[src/rtl/pwm_deadtime.sv]
// Complementary gate-drive stage with programmable dead band and sticky brake.
// Each channel runs an independent FSM on a registered copy of its raw PWM level;
// gate drives are registered and decoded from the next state, so H and L can
// never be asserted together.
//
// state    | meaning
// ---------+-------------------------------------------------------------
// ST_OFF   | disabled / braked / just reset, both drives low
// ST_LOW   | low-side drive on
// ST_DT_LH | dead band between low-side off and high-side on
// ST_HIGH  | high-side drive on
// ST_DT_HL | dead band between high-side off and low-side on
module pwm_deadtime #(
    parameter int CHANNELS = 4,
    parameter int DT_WIDTH = 8
) (
    input  logic                clk_i,
    input  logic                rst_n_i,
    input  logic                en_i,
    input  logic [DT_WIDTH-1:0] dt_i,
    input  logic [CHANNELS-1:0] pwm_i,
    input  logic                brk_i,
    input  logic                brk_clr_i,
    output logic [CHANNELS-1:0] pwm_h_o,
    output logic [CHANNELS-1:0] pwm_l_o,
    output logic                brk_o
);

    typedef enum logic [2:0] {
        ST_OFF   = 3'd0,
        ST_LOW   = 3'd1,
        ST_DT_LH = 3'd2,
        ST_HIGH  = 3'd3,
        ST_DT_HL = 3'd4
    } state_t;

    state_t              state_q [CHANNELS];
    state_t              state_d [CHANNELS];
    logic [DT_WIDTH-1:0] cnt_q   [CHANNELS];
    logic [DT_WIDTH-1:0] cnt_d   [CHANNELS];
    logic [CHANNELS-1:0] pwm_q;
    logic                kill;

    // A brake already latched, a brake arriving now, or a disabled stage all
    // force every channel to OFF on this edge.
    assign kill = brk_o | brk_i | ~en_i;

    // Input stage: register the raw PWM levels once.
    always_ff @(posedge clk_i) begin
        if (!rst_n_i) pwm_q <= '0;
        else          pwm_q <= pwm_i;
    end

    // Sticky brake flag; a set request outranks a simultaneous clear.
    always_ff @(posedge clk_i) begin
        if (!rst_n_i)       brk_o <= 1'b0;
        else if (brk_i)     brk_o <= 1'b1;
        else if (brk_clr_i) brk_o <= 1'b0;
    end

    // Per-channel next state and dead-band counter.
    always_comb begin
        for (int i = 0; i < CHANNELS; i++) begin
            state_d[i] = state_q[i];
            cnt_d[i]   = cnt_q[i];
            if (kill) begin
                state_d[i] = ST_OFF;
                cnt_d[i]   = '0;
            end else begin
                case (state_q[i])
                    ST_OFF, ST_LOW: begin
                        if (!pwm_q[i]) begin
                            state_d[i] = ST_LOW;
                        end else if (dt_i == '0) begin
                            state_d[i] = ST_HIGH;
                            cnt_d[i]   = '0;
                        end else begin
                            state_d[i] = ST_DT_LH;
                            cnt_d[i]   = dt_i;
                        end
                    end
                    ST_DT_LH: begin
                        // A pulse shorter than the dead band is absorbed here.
                        if (!pwm_q[i]) begin
                            state_d[i] = ST_LOW;
                            cnt_d[i]   = '0;
                        end else if (cnt_q[i] == DT_WIDTH'(1)) begin
                            state_d[i] = ST_HIGH;
                            cnt_d[i]   = '0;
                        end else begin
                            cnt_d[i] = cnt_q[i] - DT_WIDTH'(1);
                        end
                    end
                    ST_HIGH: begin
                        if (pwm_q[i]) begin
                            state_d[i] = ST_HIGH;
                        end else if (dt_i == '0) begin
                            state_d[i] = ST_LOW;
                            cnt_d[i]   = '0;
                        end else begin
                            state_d[i] = ST_DT_HL;
                            cnt_d[i]   = dt_i;
                        end
                    end
                    ST_DT_HL: begin
                        if (pwm_q[i]) begin
                            state_d[i] = ST_HIGH;
                            cnt_d[i]   = '0;
                        end else if (cnt_q[i] == DT_WIDTH'(1)) begin
                            state_d[i] = ST_LOW;
                            cnt_d[i]   = '0;
                        end else begin
                            cnt_d[i] = cnt_q[i] - DT_WIDTH'(1);
                        end
                    end
                    default: begin
                        state_d[i] = ST_OFF;
                        cnt_d[i]   = '0;
                    end
                endcase
            end
        end
    end

    // State, counter and gate-drive registers; drives decode from next state.
    always_ff @(posedge clk_i) begin
        for (int i = 0; i < CHANNELS; i++) begin
            if (!rst_n_i) begin
                state_q[i] <= ST_OFF;
                cnt_q[i]   <= '0;
                pwm_h_o[i] <= 1'b0;
                pwm_l_o[i] <= 1'b0;
            end else begin
                state_q[i] <= state_d[i];
                cnt_q[i]   <= cnt_d[i];
                pwm_h_o[i] <= (state_d[i] == ST_HIGH);
                pwm_l_o[i] <= (state_d[i] == ST_LOW);
            end
        end
    end

endmodule

[config.mk]
export PLATFORM = sky130hd
export DESIGN_NAME = pwm_deadtime
export DESIGN_NICKNAME = d
export VERILOG_FILES = /design/src/rtl/pwm_deadtime.sv
export SDC_FILE = /design/constraint.sdc
export NUM_CORES = 1
export LEC_CHECK = 0
export CORE_ASPECT_RATIO = 1.25
export CORE_MARGIN = 4
export CORE_UTILIZATION = 25
export CTS_BUF_LIST = sky130_fd_sc_hd__clkbuf_8
export DETAILED_ROUTE_END_ITERATION = 7
export PLACE_DENSITY = 0.43
export SYNTH_ARGS = -nofsm -noshare
export SYNTH_HDL_FRONTEND = slang
export SYNTH_SLANG_ARGS = --single-unit
[constraint.sdc]
create_clock -name clk_i -period 2.1 [get_ports clk_i]
set_clock_uncertainty 0.05 [all_clocks]
set_input_delay 0.21 -clock clk_i [delete_from_list [all_inputs] [get_ports clk_i]]
set_output_delay 0.21 -clock clk_i [all_outputs]
set_load 0.02 [all_outputs]
# Word level (Yosys, flattened, before mapping)
# Memories as Yosys holds them, arrays and structs flattened.
# Cells that the tools add are included.
dict set report totals {
  reg_bits 13
  mem_bits_rw 44
  input_bits 17
  out_inout_bits 9
  word_cells 134
  mem_count 2
}
dict set report op_classes {
  addsub 4
  n_eq_ne 28
  mux 75
  bitwise 11
  reduce_logical 10
}
# name depth width read_ports rd_clocked_by_memory_dff write_ports line_no
set memory_table {}
lappend memory_table {cnt_q 4 8 4 0 4 39} ;# logic [DT_WIDTH-1:0] cnt_q [CHANNELS];
lappend memory_table {state_q 4 3 4 0 4 37} ;# state_t state_q [CHANNELS];
# op count
set op_table {}
lappend op_table {{$mux 8} 29}
lappend op_table {{$pmux 8 s4} 4}
lappend op_table {{$mux 3} 29}
lappend op_table {{$pmux 3 s4} 4}
lappend op_table {{$eq 3x2->1 const B} 12}
lappend op_table {{$eq 8x1->1 const B} 4}
lappend op_table {{$sub 8x1->8 const B} 4}
lappend op_table {{$eq 3x1->1 const B} 8}
lappend op_table {{$eq 3x3->1 const B} 4}
lappend op_table {{$logic_not 3->1} 4}
lappend op_table {{$or 1x1->1} 10}
lappend op_table {{$logic_not 8->1} 1}
lappend op_table {{$mux 2} 4}
lappend op_table {{$reduce_or 2->1} 4}
lappend op_table {{$mux 1} 5}
lappend op_table {{$reduce_bool 2->1} 1}
lappend op_table {{$not 1->1} 1}

# Longest topological paths before layout
# Gate-level depths: netlist of the first run.
# An unclocked memory read counts as a cell.
dict set report depth {
  ltp_word 7
  depth_mapped 7
  depth_no_buf 7
}

# Worst setup path after synthesis of the first run
# Ideal clock, no wire load.
dict set report synth_timing {
  kind {reg-to-reg}
  startpoint {mem cnt_q[2][1]}
  endpoint {mem cnt_q[2][4]}
  setup_time_ps 73
  t_arrival_ps 1474
  required_ps 1977
  slack_ps 502
  stages_incl_launch_ff 8
  n_path_buf 0
  synth_period_minus_slack_ps 1598
  path_cell_list {dfxtp_1 > inv_1 > ha_1 > nor3b_1 > a221o_1 > nor2_2 > nand3_1 > o211ai_2}
}
# element line_no
set synth_rtl {}
lappend synth_rtl {{start, declared} 39}

==> summary.txt, run 1 <==
outcome: finished, final reports clean
list of most frequent post-synthesis cells: sky130_fd_sc_hd__dfxtp_1, sky130_fd_sc_hd__nor2_1, sky130_fd_sc_hd__nand2_1, sky130_fd_sc_hd__a21oi_1, sky130_fd_sc_hd__nor3_1
area of the mapped netlist: 3338 µm²
switching power as a share of total power: 0.2466
number of antenna violations at the first check in global routing: 0
number of buffer and inverter instances along the worst setup path: 0
ratio of cells with drive above 1 in the final layout: 0.1263
cells along the critical path: nand2b_1 -> o21ai_0 -> a22o_1 -> a22oi_1 -> nor2_1
wire length of the first global-routing pass: 16.33 mm
HPWL after detailed placement: 7.415 mm
initial standard-cell utilization of the core: 0.2589
type of element launching the critical path: flop
part of the power in combinational logic: 0.107
library cells used by synthesis: 70
tightest hold margin: 394.4 ps
most used standard cell by instance count after synthesis: sky130_fd_sc_hd__dfxtp_1
post-synthesis share of cell area spent on xor and xnor gates: 0.02624
Internal: 1.914 mW
shortest period the worst path allows: 1844 ps
number of buffers inserted during clock tree synthesis: 9
post-synthesis simple-gate area fraction: 0.2792
H-tree lvl count: 3
Total Die Area: 15280 µm²
met2 wirelength from detailed routing: 4.670 mm
ranking of synthesized cells by area: sky130_fd_sc_hd__dfxtp_1, sky130_fd_sc_hd__nor2_1, sky130_fd_sc_hd__nand2_1
final sum of negative setup slack: 0 ps
number of buffers inserted for hold repair after clock tree synthesis: 0
clock latency on the worst-skew pair: 340 ps
weighted congestion reported at the end of routability-driven placement: 0.7911
global router's overall resource usage: 0.1347
DR WL met3: 381 µm
CP Capture Type: flop
final net count: 496
Place WS: 32.51 ps
signal arrival time at the worst endpoint: 2030 ps
TritonCTS clock tree: done
post-synth top area share: 0.3418
Std-Cell Core Area: 12890 µm²
Sw Pwr: 0.6266 mW
Final ANT Viol Nets: 0
top-level I/O count: 26
final setup slack of the worst path: 256.0 ps
Req. time, crit path: 2290 ps
clock tree root driver cell: sky130_fd_sc_hd__clkbuf_8
pin count of the biggest net entering global routing: 24
number of max-cap violations: 0
largest family of logic cells by synthesized area: simple AND/OR/NAND/NOR gates
via total after detailed routing: 3278
setup repair after global routing missed its margin: no
Sink Count: 57
Final Hold Viols: 0
synthesized instance count: 421
Peak Freq: 542.3 MHz
total count of max-transition violations in the final report: 0
transition time at the pin with the least slew margin: 825.7 ps
Remaining DRCs: 0
cell taking the most area after synthesis: sky130_fd_sc_hd__dfxtp_1
Min-Delay Path Class: in -> reg
number of gates given a new drive strength after cts: 0
number of flops mapped to enable cells by yosys: 0
crit share post-route: 0.8781
Crit Path Class: reg -> reg
site row count: 46
area delta synth->final: 25.49%
number of I/O port buffers: 25
length of the first detailed-routing pass in iterations: 4
ratio of routed vias to standard cells: 5.098
power density over the cells: 606.5 nW/µm²
mux share of post-synthesis cell area: 0.002999
Clock transition at path regs: 70 ps
crit path max fanout: 17
CTS max path bufs: 2
n_diodes: 0
Slowest-stage cell, CP: sky130_fd_sc_hd__dfxtp_1
Crit path max-delay family: compound AO/OA/AOI/OAI gates
M1 wire length: 4.809 mm
global-route congestion overflow total: 0
via count of the first global-routing pass: 3137
Setup Fix Bufs, Post-CTS: 0
number of design-rule violations left by the first detailed-router iteration: 196
complex-gate fraction of the synthesized area: 0.2732
post-synthesis async set-or-reset flop share: 0
largest stage delay on the critical path: 630 ps
mean instance size in the synthesized netlist: 7.929 µm²
maximum vdd ir drop: 0.3291 mV
post-synthesis net count: 446
clock network power share: 0.450
Setup Viol. Count Final: 0
width of the die: 111.4 µm
Routed wire per std cell: 15.58 µm
proportion of synthesized chip area in sequential cells: 0.3418
total of warnings raised by yosys: 0
Die Height: 137.2 µm
synthesis-stage register bit count: 57
highest signal layer in the routed design: met4
share of synthesized cell area in full adder, half adder and majority cells: 0.02999
Leak: 1.538 nW
Flop pwr share: 0.443
leading register cell type out of synthesis: sky130_fd_sc_hd__dfxtp_1
final WL: 10.02 mm
normalized max-slew margin: 0.4437
==> metrics by stage <==
stage | cell area [µm²] | utilization | total power, mW | cells
detailed placement | 3979 | 0.3086 | 1.425 | 628
CTS | 4189 | 0.3249 | 2.586 | 643
global placement | 3979 | 0.3086 | 1.425 | 628
floorplan | 3338 | - | 1.296 | 421
global route | 4189 | 0.3249 | 2.658 | 643
finish | 4189 | 0.3249 | 2.541 | 643
==> kinds of logic after synthesis <==
family                   Yosys count
flip-flops                        57
AND/OR/NAND/NOR                  177
AO/OA/AOI/OAI                    130
multiplexers                       1
adder cells (fa/ha/maj)            8
buffers and inverters             38
XOR/XNOR                          10
==> routing by layer <==
layer | vias up | GRT usage
met3 | 9 | 0.01450
met4 | 0 | 0.07302
met2 | 62 | 0.2186
met5 | - | 0
li1 | 1670 | -
met1 | 1537 | 0.1764
==> cells in the final DEF, fill, tap and decap left out, drive strengths merged, types with 3 or more instances in the layout <==
cell / synthesis / layout
nor2: 44 / 44
o21ai: 21 / 21
xnor2: 8 / 8
nor4: 9 / 9
nor2b: 4 / 4
a21oi: 26 / 26
buf: 8 / 34
o22a: 6 / 6
nand4: 4 / 4
dfxtp: 57 / 57
o2bb2ai: 4 / 4
o31ai: 7 / 7
nor3: 22 / 22
nand2b: 8 / 8
a32oi: 5 / 5
inv: 18 / 20
o22ai: 6 / 6
nand3: 11 / 11
nand2: 39 / 39
a221oi: 4 / 4
a22oi: 10 / 10
a31oi: 5 / 5
clkdlybuf4s50: 0 / 25
nand3b: 5 / 5
a211oi: 5 / 5
a22o: 6 / 6
or2: 4 / 4
ha: 8 / 8
or3: 3 / 3
o21a: 3 / 3
and3: 5 / 5
clkbuf: 12 / 10
and2: 9 / 9
==> final timing paths <==
check                start     endpoint  slack (ps)  depth (start not counted)
max          state_q[0][1]  cnt_q[0][5]         260                          5
min               pwm_i[1]     pwm_q[1]         390                          2
max reg2reg  state_q[0][1]  cnt_q[0][5]         260                          5
min reg2reg    cnt_q[3][6]  cnt_q[3][6]         430                          2
==> final cells by class <==
type / count / area (µm²)
Clock buffer: 10 / 137.6
Clock inverter: 5 / 72.57
Sequential cell: 57 / 1141
Fill cell: 1387 / 8703
Multi-Input combinational cell: 326 / 2042
Timing Repair Buffer: 59 / 518.0
Inverter: 18 / 67.56
Tap cell: 168 / 210.2
==> worst register-to-register path: stages (launching register included) <==
cell and delay, ps:
sky130_fd_sc_hd__dfxtp_1 630, sky130_fd_sc_hd__nand2b_1 290, sky130_fd_sc_hd__o21ai_0 270, sky130_fd_sc_hd__a22o_1 270
sky130_fd_sc_hd__a22oi_1 180, sky130_fd_sc_hd__nor2_1 50
==> power by group through the flow <==
| stage | clock network [mW] | registers [mW] | logic [mW] |
|---|---|---|---|
| 4_1_cts | 1.18 | 1.13 | 0.276 |
| 5_1_grt | 1.23 | 1.13 | 0.301 |
| 3_3_place_gp | 0 | 1.15 | 0.275 |
| 6_report | 1.14 | 1.13 | 0.272 |
| 3_5_place_dp | 0 | 1.15 | 0.275 |
| 2_1_floorplan | 0 | 1.14 | 0.157 |
==> sequential cells by signal, summed over array words and instances, names as in the netlist <==
name     flops
cnt_q       32
state_q     12
pwm_h_o      4
pwm_l_o      4
pwm_q        4
brk_o        1
(Power assumes the default switching activity.)
==> run 2, diff against run 1 <==
SETUP_SLACK_MARGIN = 0.5   (was unset)
==> summary.txt, run 2 (synthesized netlist as in run 1, its figures left out) <==
ratio of cells with drive above 1 in the final layout: 0.3034 (+0.1771)
Leak: 1.780 nW (+16%)
Remaining DRCs: 0 (unchanged)
Final ANT Viol Nets: 0 (unchanged)
Final Hold Viols: 0 (unchanged)
final WL: 10.45 mm (+4.3%)
crit path max fanout: 4 (-13)
via total after detailed routing: 3434 (+4.8%)
number of design-rule violations left by the first detailed-router iteration: 260 (+33%)
maximum vdd ir drop: 0.3123 mV (-5.1%)
overall power consumption: 2.576 mW (+1.4%)
power density over the cells: 547.4 nW/µm² (-9.7%)
final net count: 522 (+5.2%)
Clock transition at path regs: 70 ps (about the same)
Std-Cell Core Area: 12890 µm² (unchanged)
H-tree lvl count: 3 (unchanged)
normalized max-slew margin: 0.6394 (+0.1957)
CP Capture Type: flop
TritonCTS clock tree: done
transition time at the pin with the least slew margin: 540.8 ps (-284.9 ps)
width of the die: 111.4 µm (unchanged)
number of antenna violations at the first check in global routing: 0 (unchanged)
site row count: 46 (unchanged)
signal arrival time at the worst endpoint: 1900 ps (-130 ps)
number of buffers inserted for hold repair after clock tree synthesis: 0 (unchanged)
number of max-cap violations: 0 (unchanged)
setup repair after global routing missed its margin: yes
number of I/O port buffers: 25 (unchanged)
total count of max-transition violations in the final report: 0 (unchanged)
wire length of the first global-routing pass: 16.64 mm (+1.9%)
global router's overall resource usage: 0.1374 (+0.002627)
largest registers in the final layout: cnt_q (32), state_q (12)
Sink Count: 57 (unchanged)
top-level I/O count: 26 (unchanged)
area delta synth->final: 40.97%
type of element launching the critical path: flop
initial standard-cell utilization of the core: 0.2589 (unchanged)
Routed wire per std cell: 15.61 µm (+0.23%)
shortest period the worst path allows: 1670 ps (-174.5 ps)
number of buffers inserted during clock tree synthesis: 9 (unchanged)
weighted congestion reported at the end of routability-driven placement: 0.7911 (unchanged)
CTS max path bufs: 2 (unchanged)
Min-Delay Path Class: in -> reg
most frequent standard cell in the layout excluding fill and tap cells: sky130_fd_sc_hd__buf_4
Peak Freq: 599.0 MHz (+10%)
via count of the first global-routing pass: 3169 (+1.0%)
pin count of the biggest net entering global routing: 24 (unchanged)
final sum of negative setup slack: 0 ps (unchanged)
crit share post-route: 0.7950 (-0.08307)
outcome: finished, final reports clean
clock tree root driver cell: sky130_fd_sc_hd__clkbuf_8
length of the first detailed-routing pass in iterations: 5 (+1)
Die Height: 137.2 µm (unchanged)
Crit Path Class: reg -> reg
n_diodes: 0 (unchanged)
ratio of routed vias to standard cells: 5.133 (+0.69%)
clock latency on the worst-skew pair: 350 ps (about the same)
number of flip-flops in the largest register: 32 (unchanged)
Setup Viol. Count Final: 0 (unchanged)
Total Die Area: 15280 µm² (unchanged)
Req. time, crit path: 2330 ps (+40 ps)
most frequent cells in the layout: sky130_fd_sc_hd__buf_4, sky130_fd_sc_hd__nor2_1, sky130_fd_sc_hd__nand2_1, sky130_fd_sc_hd__dfxtp_1, sky130_fd_sc_hd__a21oi_1
largest register by flop count: cnt_q
global-route congestion overflow total: 0 (unchanged)
HPWL after detailed placement: 7.415 mm (unchanged)
[run 2: through the flow]
| stage | worst slack, ps | utilization | cells | hold slack (ps) | instance area (µm²) |
|---|---|---|---|---|---|
| floorplan | 502.3 | - | 421 | 277.5 | 3338 |
| global placement | 23.51 | 0.3086 | 628 | 422.3 | 3979 |
| detailed placement | 32.51 | 0.3086 | 628 | 419.3 | 3979 |
| CTS | 403.4 | 0.3418 | 657 | 372.4 | 4407 |
| global route | 366.9 | 0.3650 | 669 | 149.5 | 4706 |
| finish | 430.4 | 0.3650 | 669 | 100.7 | 4706 |
[run 2: per-layer routing]
metal / track usage / wire (µm) / vias to the layer above
li1: - / - / 1720
met1: 0.1789 / 4961 / 1645
met2: 0.2287 / 4959 / 53
met3: 0.01450 / 280 / 16
met4: 0.06558 / 243 / 0
met5: 0 / 0 / -
[run 2: timing repair]
action                     CTS  global route
setup buffers               14            12
gates resized for setup     44            66
setup endpoints to repair   38            38
pin swaps                   13            14
[run 2: final cells by class]
class | count | area [µm²]
clock buffers | 10 | 137.6
multi-input cells | 326 | 2281
inverters | 18 | 70.07
repair buffers | 85 | 743.2
fillers | 1348 | 8187
flip-flops and latches | 57 | 1191
clock inverters | 5 | 72.57
well taps | 168 | 210.2
[run 2: power by group]
part | leakage (nW) | switching, mW | total, mW | internal [mW]
Clock | 0.115 | 0.469 | 1.15 | 0.684
Sequential | 0.476 | 0.0313 | 1.12 | 1.09
Combinational | 1.19 | 0.155 | 0.299 | 0.144
[run 2: worst paths after layout]
kind | startpoint | endpoint | slack, ps | depth (start not counted)
min reg2reg | state_q[2][1] | pwm_h_o[2] | 420 | 1
max | cnt_q[2][1] | cnt_q[2][4] | 430 | 7
max reg2reg | cnt_q[2][1] | cnt_q[2][4] | 430 | 7
min | brk_i | brk_o | 100 | 2
[run 2: critical path: stages, from the launching register on]
cell and delay (ps):
sky130_fd_sc_hd__dfxtp_2 360, sky130_fd_sc_hd__inv_2 60, sky130_fd_sc_hd__ha_4 150, sky130_fd_sc_hd__nor3b_4 140, sky130_fd_sc_hd__a221o_1 400, sky130_fd_sc_hd__nor2_2 170, sky130_fd_sc_hd__nand3_1 120, sky130_fd_sc_hd__o211ai_2 160
